File: src/rtl/multicycle_control_fsm_if.sv
// Control bus between the decoder/datapath and the multi-cycle control unit.
// With CTRL_MEM_WAIT_EN defined the bus also carries mem_ready from data memory.
interface multicycle_control_fsm_if #(
  parameter int CNT_W = 16
);
  logic [4:0]       opfn;
`ifdef CTRL_MEM_WAIT_EN
  logic             mem_ready;
`endif
  logic             nia;
  logic             reg_dst;
  logic             reg_write;
  logic             alu_src;
  logic [2:0]       alu_fn;
  logic             mem_write;
  logic             mem_read;
  logic             mem_to_reg;
  logic             pc_en;
  logic             halted;
  logic             illegal_op;
  logic [2:0]       state;
  logic [CNT_W-1:0] instr_count;

`ifdef CTRL_MEM_WAIT_EN
  modport master (
    input  opfn, mem_ready,
    output nia, reg_dst, reg_write, alu_src, alu_fn, mem_write, mem_read,
           mem_to_reg, pc_en, halted, illegal_op, state, instr_count
  );
  modport slave (
    output opfn, mem_ready,
    input  nia, reg_dst, reg_write, alu_src, alu_fn, mem_write, mem_read,
           mem_to_reg, pc_en, halted, illegal_op, state, instr_count
  );
`else
  modport master (
    input  opfn,
    output nia, reg_dst, reg_write, alu_src, alu_fn, mem_write, mem_read,
           mem_to_reg, pc_en, halted, illegal_op, state, instr_count
  );
  modport slave (
    output opfn,
    input  nia, reg_dst, reg_write, alu_src, alu_fn, mem_write, mem_read,
           mem_to_reg, pc_en, halted, illegal_op, state, instr_count
  );
`endif
endinterface

File: src/rtl/multicycle_control_fsm.sv
// Multi-cycle control unit: FETCH/DECODE/EXEC/MEM/WB sequencing for the 8-bit datapath.
// Optional CTRL_MEM_WAIT_EN lets MEM stall on mem_ready.
module multicycle_control_fsm #(
  parameter int         CNT_W   = 16,
  parameter logic [4:0] HALT_OP = 5'b11111
) (
  input logic                    clk,
  input logic                    rst,
  multicycle_control_fsm_if.master bus
);

  typedef enum logic [2:0] {
    S_FETCH  = 3'd0,
    S_DECODE = 3'd1,
    S_EXEC   = 3'd2,
    S_MEM    = 3'd3,
    S_WB     = 3'd4,
    S_HALT   = 3'd5
  } state_t;

  typedef enum logic [2:0] {
    C_R, C_ADDI, C_LW, C_SW, C_BEQ, C_J, C_HALT, C_ILL
  } cls_t;

  state_t           state_reg, state_next;
  logic [4:0]       opfn_q_reg;
  logic [CNT_W-1:0] count_reg;
  logic             retire;
  logic             mem_ok;
  cls_t             cls_in, cls_q;

  // HALT_OP is checked first so it wins even if it aliases a legal opcode.
  function automatic cls_t classify(input logic [4:0] op);
    cls_t c;
    if (op == HALT_OP)          c = C_HALT;
    else if (op[4:3] == 2'b00)  c = C_R;
    else if (op == 5'b01000)    c = C_ADDI;
    else if (op == 5'b01001)    c = C_LW;
    else if (op == 5'b01010)    c = C_SW;
    else if (op == 5'b01011)    c = C_BEQ;
    else if (op == 5'b01100)    c = C_J;
    else                        c = C_ILL;
    return c;
  endfunction

  assign cls_in = classify(bus.opfn);
  assign cls_q  = classify(opfn_q_reg);

`ifdef CTRL_MEM_WAIT_EN
  assign mem_ok = bus.mem_ready;
`else
  assign mem_ok = 1'b1;
`endif

  always_comb begin
    state_next     = state_reg;
    retire         = 1'b0;
    bus.nia        = 1'b0;
    bus.reg_dst    = 1'b0;
    bus.reg_write  = 1'b0;
    bus.alu_src    = 1'b0;
    bus.alu_fn     = 3'b000;
    bus.mem_write  = 1'b0;
    bus.mem_read   = 1'b0;
    bus.mem_to_reg = 1'b0;
    bus.pc_en      = 1'b0;
    bus.halted     = 1'b0;
    bus.illegal_op = 1'b0;

    // ALU controls are held from EXEC to the final state so operands stay stable.
    if (state_reg == S_EXEC || state_reg == S_MEM || state_reg == S_WB) begin
      case (cls_q)
        C_R:                 begin bus.alu_fn = opfn_q_reg[2:0]; bus.alu_src = 1'b0; end
        C_ADDI, C_LW, C_SW:  begin bus.alu_fn = 3'b000;          bus.alu_src = 1'b1; end
        C_BEQ:               begin bus.alu_fn = 3'b001;          bus.alu_src = 1'b0; end
        default:             begin bus.alu_fn = 3'b000;          bus.alu_src = 1'b0; end
      endcase
    end

    case (state_reg)
      S_FETCH: state_next = S_DECODE;
      S_DECODE: begin
        case (cls_in)
          C_HALT: state_next = S_HALT;
          C_ILL: begin
            bus.illegal_op = 1'b1;
            bus.pc_en      = 1'b1;
            state_next     = S_FETCH;
          end
          default: state_next = S_EXEC;
        endcase
      end
      S_EXEC: begin
        bus.nia = (cls_q == C_J);
        if (cls_q == C_BEQ || cls_q == C_J) begin
          retire     = 1'b1;
          state_next = S_FETCH;
        end else if (cls_q == C_LW || cls_q == C_SW) begin
          state_next = S_MEM;
        end else begin
          state_next = S_WB;
        end
      end
      S_MEM: begin
        bus.mem_read  = (cls_q == C_LW);
        bus.mem_write = (cls_q == C_SW) && mem_ok;
        if (mem_ok) begin
          if (cls_q == C_SW) begin
            retire     = 1'b1;
            state_next = S_FETCH;
          end else begin
            state_next = S_WB;
          end
        end
      end
      S_WB: begin
        bus.reg_write  = 1'b1;
        bus.reg_dst    = (cls_q == C_R);
        bus.mem_read   = (cls_q == C_LW);
        bus.mem_to_reg = (cls_q == C_LW);
        retire         = 1'b1;
        state_next     = S_FETCH;
      end
      S_HALT: bus.halted = 1'b1;
      default: state_next = S_FETCH;
    endcase

    if (retire) bus.pc_en = 1'b1;

    // Abandon the in-flight instruction immediately while reset is held.
    if (rst) begin
      bus.nia        = 1'b0;
      bus.reg_dst    = 1'b0;
      bus.reg_write  = 1'b0;
      bus.alu_src    = 1'b0;
      bus.alu_fn     = 3'b000;
      bus.mem_write  = 1'b0;
      bus.mem_read   = 1'b0;
      bus.mem_to_reg = 1'b0;
      bus.pc_en      = 1'b0;
      bus.halted     = 1'b0;
      bus.illegal_op = 1'b0;
    end
  end

  always_ff @(posedge clk) begin
    if (rst) begin
      state_reg  <= S_FETCH;
      opfn_q_reg <= 5'b00000;
      count_reg  <= '0;
    end else begin
      state_reg <= state_next;
      if (state_reg == S_DECODE) opfn_q_reg <= bus.opfn;
      if (retire) count_reg <= count_reg + CNT_W'(1);
    end
  end

  assign bus.state       = state_reg;
  assign bus.instr_count = count_reg;

endmodule

File: src/flat_wrapper.sv
// flat-port wrapper written by rule: the top's interface ports become plain ports
module multicycle_control_fsm_flat 
#(
  parameter int         CNT_W   = 16,
  parameter logic [4:0] HALT_OP = 5'b11111
)
  (clk, rst, bus_opfn, bus_nia, bus_reg_dst, bus_reg_write, bus_alu_src, bus_alu_fn, bus_mem_write, bus_mem_read, bus_mem_to_reg, bus_pc_en, bus_halted, bus_illegal_op, bus_state, bus_instr_count);
  multicycle_control_fsm_if #(.CNT_W(CNT_W)) bus_i ();
  input logic clk;
  input logic rst;
  input wire logic [$bits(bus_i.opfn)-1:0] bus_opfn;
  output wire logic [$bits(bus_i.nia)-1:0] bus_nia;
  output wire logic [$bits(bus_i.reg_dst)-1:0] bus_reg_dst;
  output wire logic [$bits(bus_i.reg_write)-1:0] bus_reg_write;
  output wire logic [$bits(bus_i.alu_src)-1:0] bus_alu_src;
  output wire logic [$bits(bus_i.alu_fn)-1:0] bus_alu_fn;
  output wire logic [$bits(bus_i.mem_write)-1:0] bus_mem_write;
  output wire logic [$bits(bus_i.mem_read)-1:0] bus_mem_read;
  output wire logic [$bits(bus_i.mem_to_reg)-1:0] bus_mem_to_reg;
  output wire logic [$bits(bus_i.pc_en)-1:0] bus_pc_en;
  output wire logic [$bits(bus_i.halted)-1:0] bus_halted;
  output wire logic [$bits(bus_i.illegal_op)-1:0] bus_illegal_op;
  output wire logic [$bits(bus_i.state)-1:0] bus_state;
  output wire logic [$bits(bus_i.instr_count)-1:0] bus_instr_count;
  assign bus_i.opfn = bus_opfn;
  assign bus_nia = bus_i.nia;
  assign bus_reg_dst = bus_i.reg_dst;
  assign bus_reg_write = bus_i.reg_write;
  assign bus_alu_src = bus_i.alu_src;
  assign bus_alu_fn = bus_i.alu_fn;
  assign bus_mem_write = bus_i.mem_write;
  assign bus_mem_read = bus_i.mem_read;
  assign bus_mem_to_reg = bus_i.mem_to_reg;
  assign bus_pc_en = bus_i.pc_en;
  assign bus_halted = bus_i.halted;
  assign bus_illegal_op = bus_i.illegal_op;
  assign bus_state = bus_i.state;
  assign bus_instr_count = bus_i.instr_count;
  multicycle_control_fsm #(.CNT_W(CNT_W), .HALT_OP(HALT_OP)) u_core (.clk(clk), .rst(rst), .bus(bus_i));
endmodule
File: config.mk
export PLATFORM = sky130hd
export DESIGN_NAME = multicycle_control_fsm_flat
export DESIGN_NICKNAME = d
export VERILOG_FILES = /design/src/rtl/multicycle_control_fsm_if.sv /design/src/rtl/multicycle_control_fsm.sv /design/src/flat_wrapper.sv
export SDC_FILE = /design/constraint.sdc
export NUM_CORES = 1
export LEC_CHECK = 0
export CORE_MARGIN = 10
export CORE_UTILIZATION = 40
export DETAILED_ROUTE_END_ITERATION = 16
export PLACE_DENSITY = 0.79
export SLEW_MARGIN = 40
export SYNTH_ARGS = -nofsm -noshare
export SYNTH_HDL_FRONTEND = slang
export SYNTH_SLANG_ARGS = --single-unit
File: constraint.sdc
create_clock -name clk -period 2.3 [get_ports clk]
set_input_delay 0.69 -clock clk [delete_from_list [all_inputs] [get_ports clk]]
set_output_delay 0.69 -clock clk [all_outputs]
set_load 0.01 [all_outputs]
# Word level (Yosys, flattened, before mapping)
# Index checks and enable logic that the tools add are counted.
# Widths: inputs -> output; s select.
[word_totals] regBits=24 output_inout_bits=32
[classes] addsub=1 eq_ne=24 n_mux=47 reduce_logical=10
[ops] operator="$mux 3" count=17
[ops] operator="$eq 5x4->1 const B" count=10
[ops] operator="$mux 1" count=24
[ops] operator="$eq 3x3->1 const B" count=6
[ops] operator="$add 16x1->16 const B" count=1
[ops] operator="$pmux 3 s5" count=1
[ops] operator="$eq 3x2->1 const B" count=4
[ops] operator="$pmux 3 s2" count=2
[ops] operator="$eq 5x5->1 const B" count=2
[ops] operator="$eq 3x1->1 const B" count=2
[ops] operator="$logic_not 3->1" count=2
[ops] operator="$logic_not 2->1" count=2
[ops] operator="$logic_or 1x1->1" count=4
[ops] operator="$mux 2" count=2
[ops] operator="$pmux 1 s3" count=1
[ops] operator="$reduce_or 3->1" count=1
[ops] operator="$reduce_or 2->1" count=1

# Longest topological paths before layout
[logic_depth] depth_word=14 ltp_mapped=9 mapped_depth_nobuf=5

# Worst setup path after synthesis
# No wires, ideal clock.
[synth_timing] path_type="input-to-output" start="input port rst" end="output port bus_pc_en" arrival_time_ns=1.784 t_required_ns=1.610 path_slack_ns=-0.174 path_stages=4 path_cell_list="clkbuf_1 > or4_1 > a31oi_1 > or2_2"
[synth_between] elab_chain_cells=1
[synth_rtl] element="from (decl)" line="flat_wrapper.sv:10" source="input logic rst;"
[synth_rtl] element="$mux 1" line="multicycle_control_fsm.sv:131" source="if (rst) begin"
[synth_rtl] element="to (decl)" line="flat_wrapper.sv:20" source="output wire logic [$bits(bus_i.pc_en)-1:0] bus_pc_en;"
# No other way between the ends.

# Worst setup path after layout
[layout_timing] start="register u_core.state_reg[0] (netlist: u_core.bus.state[0])" end="output port bus_alu_src"
[layout_between] elab_chain_cells=5
[layout_rtl] element="from (decl)" line="multicycle_control_fsm.sv:25" source="state_t state_reg, state_next;"
[layout_rtl] element="from (signal assigned)" line="multicycle_control_fsm.sv:152" source="state_reg <= state_next;"
[layout_rtl] element="$eq 3x2->1" line="multicycle_control_fsm.sv:71" source="if (state_reg == S_EXEC || state_reg == S_MEM || state_reg == S_WB) begin"
[layout_rtl] element="$logic_or 1x1->1" line="multicycle_control_fsm.sv:71"
[layout_rtl] element="$logic_or 1x1->1 (*)" line="multicycle_control_fsm.sv:71"
[layout_rtl] element="$mux 1 (*)" line="multicycle_control_fsm.sv:71"
[layout_rtl] element="$mux 1 (*)" line="multicycle_control_fsm.sv:131"
[layout_rtl] element="to (decl)" line="flat_wrapper.sv:15" source="output wire logic [$bits(bus_i.alu_src)-1:0] bus_alu_src;"
# Every way passes the cells marked *; elsewhere a longest branch is shown, timed or not.

==> results.sh <==
export IMPL_path_max_fanout=6
export IMPL_clockPowerShare_pct=32.8
export IMPL_synth_fp_nets=178
export IMPL_sequentialPowerShare_pct=46.1
export IMPL_largest_reg_flops=16
export IMPL_dp_slack_ns=-1.10
export IMPL_cts_root_buf="clkbuf_4"
export IMPL_ys_seq_area_share_pct=33.8
export IMPL_p_per_area_nw_per_um2=438
export IMPL_worst_pin_slew_ns=0.350
export IMPL_final_max_slew_viol_count=0
export IMPL_antenna_found_initial=0
export IMPL_yosys_register_bits=24
export IMPL_clk_latency_ns=0.32
export IMPL_switching_share_pct=26.1
export IMPL_syn_inst=170
export IMPL_p_comb_share_pct=21.1
export IMPL_drc=0
export IMPL_grt_pass1_vias=1399
export IMPL_hpwl_um=3070
export IMPL_cp_slowest_cell="or3b_4"
export IMPL_cts_tree="yes"
export IMPL_cp_end_kind="output pin"
export IMPL_fin_util_pct=64.0
export IMPL_ys_async_sr_fraction_pct=0
export IMPL_cpLargestDelayFamily="compound AO/OA/AOI/OAI gates"
export IMPL_gp_congestion=0.847
export IMPL_area_growth_syn_to_layout_pct=52.5
export IMPL_p_switching_mw=0.248
export IMPL_p_int_mw=0.701
export IMPL_power_total_mw=0.949
export IMPL_rsz0062_at_grt="yes"
export IMPL_first_pass_iters=4
export IMPL_drive_above_1_share_pct=36.6
export IMPL_dpl_cell_area_um2=2020
export IMPL_r2r_setup_slack_ns=0.30
export IMPL_clk_pin_slew_worst_paths_ns=0.14
export IMPL_slew_headroom_pct=76.3
export IMPL_cp_slowest_stage_delay_ns=0.42
export IMPL_arrival_ns=1.87
export IMPL_synth_area_per_cell_um2=8.37
export IMPL_nets=244
export IMPL_grt_overflow_total=0
export IMPL_synth_warnings=0
export IMPL_cts_buffers=3
export IMPL_hold_violations=0
export IMPL_worstHoldPathCells=2
export IMPL_postRouteAntennaNets=0
export IMPL_grt_first_pass_wirelength_um=6490
export IMPL_crit_type="reg -> out"
export IMPL_synthTopCellsByArea="dfxtp_1 (34%), xnor2_1 (9.9%), nor2_1 (6.6%)"
export IMPL_crit_buf_inv=1
export IMPL_post_drt_wl_per_cell_um=14.5
export IMPL_cp_required_ns=1.61
export IMPL_grt_max_degree=17
export IMPL_clock_skew_ns=0.00419
export IMPL_yosysTopAreaCell="dfxtp_1"
export IMPL_post_place_cells=272
export IMPL_coreArea_um2=3390
export IMPL_fill_cells=280
export IMPL_cp_depth=4
export IMPL_cap_violations=0
export IMPL_fin_area_um2=2170
export IMPL_status="complete, but fails checks"
export IMPL_viasPerCell=5.21
export IMPL_fin_crit_sh_pct=112
export IMPL_die_y_um=79.6
export IMPL_clk_path_buf_depth=2
export IMPL_path_cells="or3b_4, a211o_1, a211oi_1, buf_2"
export IMPL_reg2reg_from="u_core.bus.state[0]"
export IMPL_synth_area_um2=1420
export IMPL_power_leakage_nw=0.801
export IMPL_crit_end="bus_alu_src"
export IMPL_diodes=0
export IMPL_synthMostInstantiatedCell="nor2_1"
export IMPL_ys_flop_type="dfxtp_1"
export IMPL_r2r_end="u_core.bus.instr_count[4]"
export IMPL_cts_sinks=24
export IMPL_netlist_area_leader_share_pct=33.8
export IMPL_setup_slack_ns=-0.265
export IMPL_num_vias=1465
export IMPL_startpoint="u_core.bus.state[0]"
export IMPL_r2r_cells=6
export IMPL_design_die_area_um2=6340
export IMPL_max_freq_mhz=390
export IMPL_io_buffers=38
export IMPL_ioPinCount=39
export IMPL_violations="setup timing"
export IMPL_ys_types=40
export IMPL_drt_iter0_drc=104
export IMPL_hp_class="reg -> reg"
export IMPL_route_final_wire_length_um=4090
export IMPL_rows=21
export IMPL_fin_tns_setup_ns=-1.38
export IMPL_period_minus_slack_ns=2.56
export IMPL_layoutNonFillerInstCount=281
export IMPL_fin_hold_ws_ns=0.531
export IMPL_cts_hold_buf=0
export IMPL_start_kind="register"
export IMPL_grt_use_total_pct=12.4
export IMPL_setup_viol=9
export IMPL_die_x_um=79.6
export IMPL_synth_commonest_cells="nor2_1 (25), dfxtp_1 (24), xnor2_1 (16), nand2_1 (14), o21ai_0 (7)"
export IMPL_start_util_pct=42.0
export IMPL_ir_worst_vdd_v=0.000350
export IMPL_htreeDepth=1
export IMPL_synth_edff_count=0
==> cell usage in the layout, fill, tap and decap left out, types with 3 or more instances in the layout <==
cell,synthesis,routed
nor2_1,25,23
nor4_2,3,3
xnor2_1,16,16
buf_6,4,10
nand3_1,6,6
dfxtp_1,24,21
clkbuf_2,0,5
o21ai_0,7,7
a21oi_1,6,6
nand3b_1,3,3
buf_2,2,10
buf_4,0,30
nor4b_1,4,3
nor4_1,5,4
clkdlybuf4s50_1,0,19
clkbuf_4,0,3
a211oi_1,4,3
nand2_1,14,14
==> power groups by stage <==
stage | logic, mW | registers (mW) | clock network [mW]
after floorplan | 0.103 | 0.446 | 0
after global placement | 0.175 | 0.444 | 0
after detailed placement | 0.178 | 0.444 | 0
after CTS | 0.187 | 0.436 | 0.313
after global routing | 0.215 | 0.439 | 0.325
final | 0.201 | 0.437 | 0.311
==> how the worst min path moves through the flow <==
stage,start,to,slack [ns]
floorplan,u_core.opfn_q_reg[2],u_core.opfn_q_reg[2],0.48
global placement,u_core.bus.instr_count[15],u_core.bus.instr_count[15],0.50
detailed placement,u_core.opfn_q_reg[1],u_core.opfn_q_reg[1],0.51
CTS,u_core.opfn_q_reg[1],u_core.opfn_q_reg[1],0.53
global route,u_core.opfn_q_reg[1],u_core.opfn_q_reg[1],0.57
finish,u_core.opfn_q_reg[1],u_core.opfn_q_reg[1],0.53
==> per-layer routing <==
metal	vias up	wire length [um]	track usage, %
li1	728	-	-
met1	702	1740	14.1
met2	29	2120	21.5
met3	6	180	2.93
met4	0	45	5.02
met5	-	0	0
==> timing repair <==
item                       4_1_cts  5_1_grt
setup endpoints to repair       13       13
gates resized for setup         83       24
pin swaps                        8        5
setup buffers                    1        4
hold endpoints to repair         0        0
==> cells by family (layout without fill, tap and decap cells) <==
group	Yosys count	after routing	share of synthesized area (%)
and+or+nand+nor	87	87	35.8
AOI/OAI and AO/OA	25	25	11.0
DFF	24	24	33.8
xor gates and xnor gates	17	17	10.5
buffers and inverters	15	80	7.39
adders and majority gates	1	1	0.879
muxes	1	1	0.704
==> layout make-up <==
| class | instances | area (um2) | area share [%] |
|---|---|---|---|
| Clock buffer | 3 | 22.5 | 1.04 |
| Clock inverter | 1 | 30.0 | 1.38 |
| Inverter | 2 | 7.51 | 0.346 |
| Multi-Input combinational cell | 131 | 962 | 44.3 |
| Sequential cell | 24 | 487 | 22.4 |
| Tap cell | 46 | 57.6 | 2.65 |
| Timing Repair Buffer | 74 | 603 | 27.8 |
==> tightest hold or removal path, stage by stage, from the launching register on <==
cell     delay (ns)
dfxtp_1        0.36
o21ai_0        0.08
a21oi_1        0.06
No activity file was read; power rests on OpenSTA's default activity.
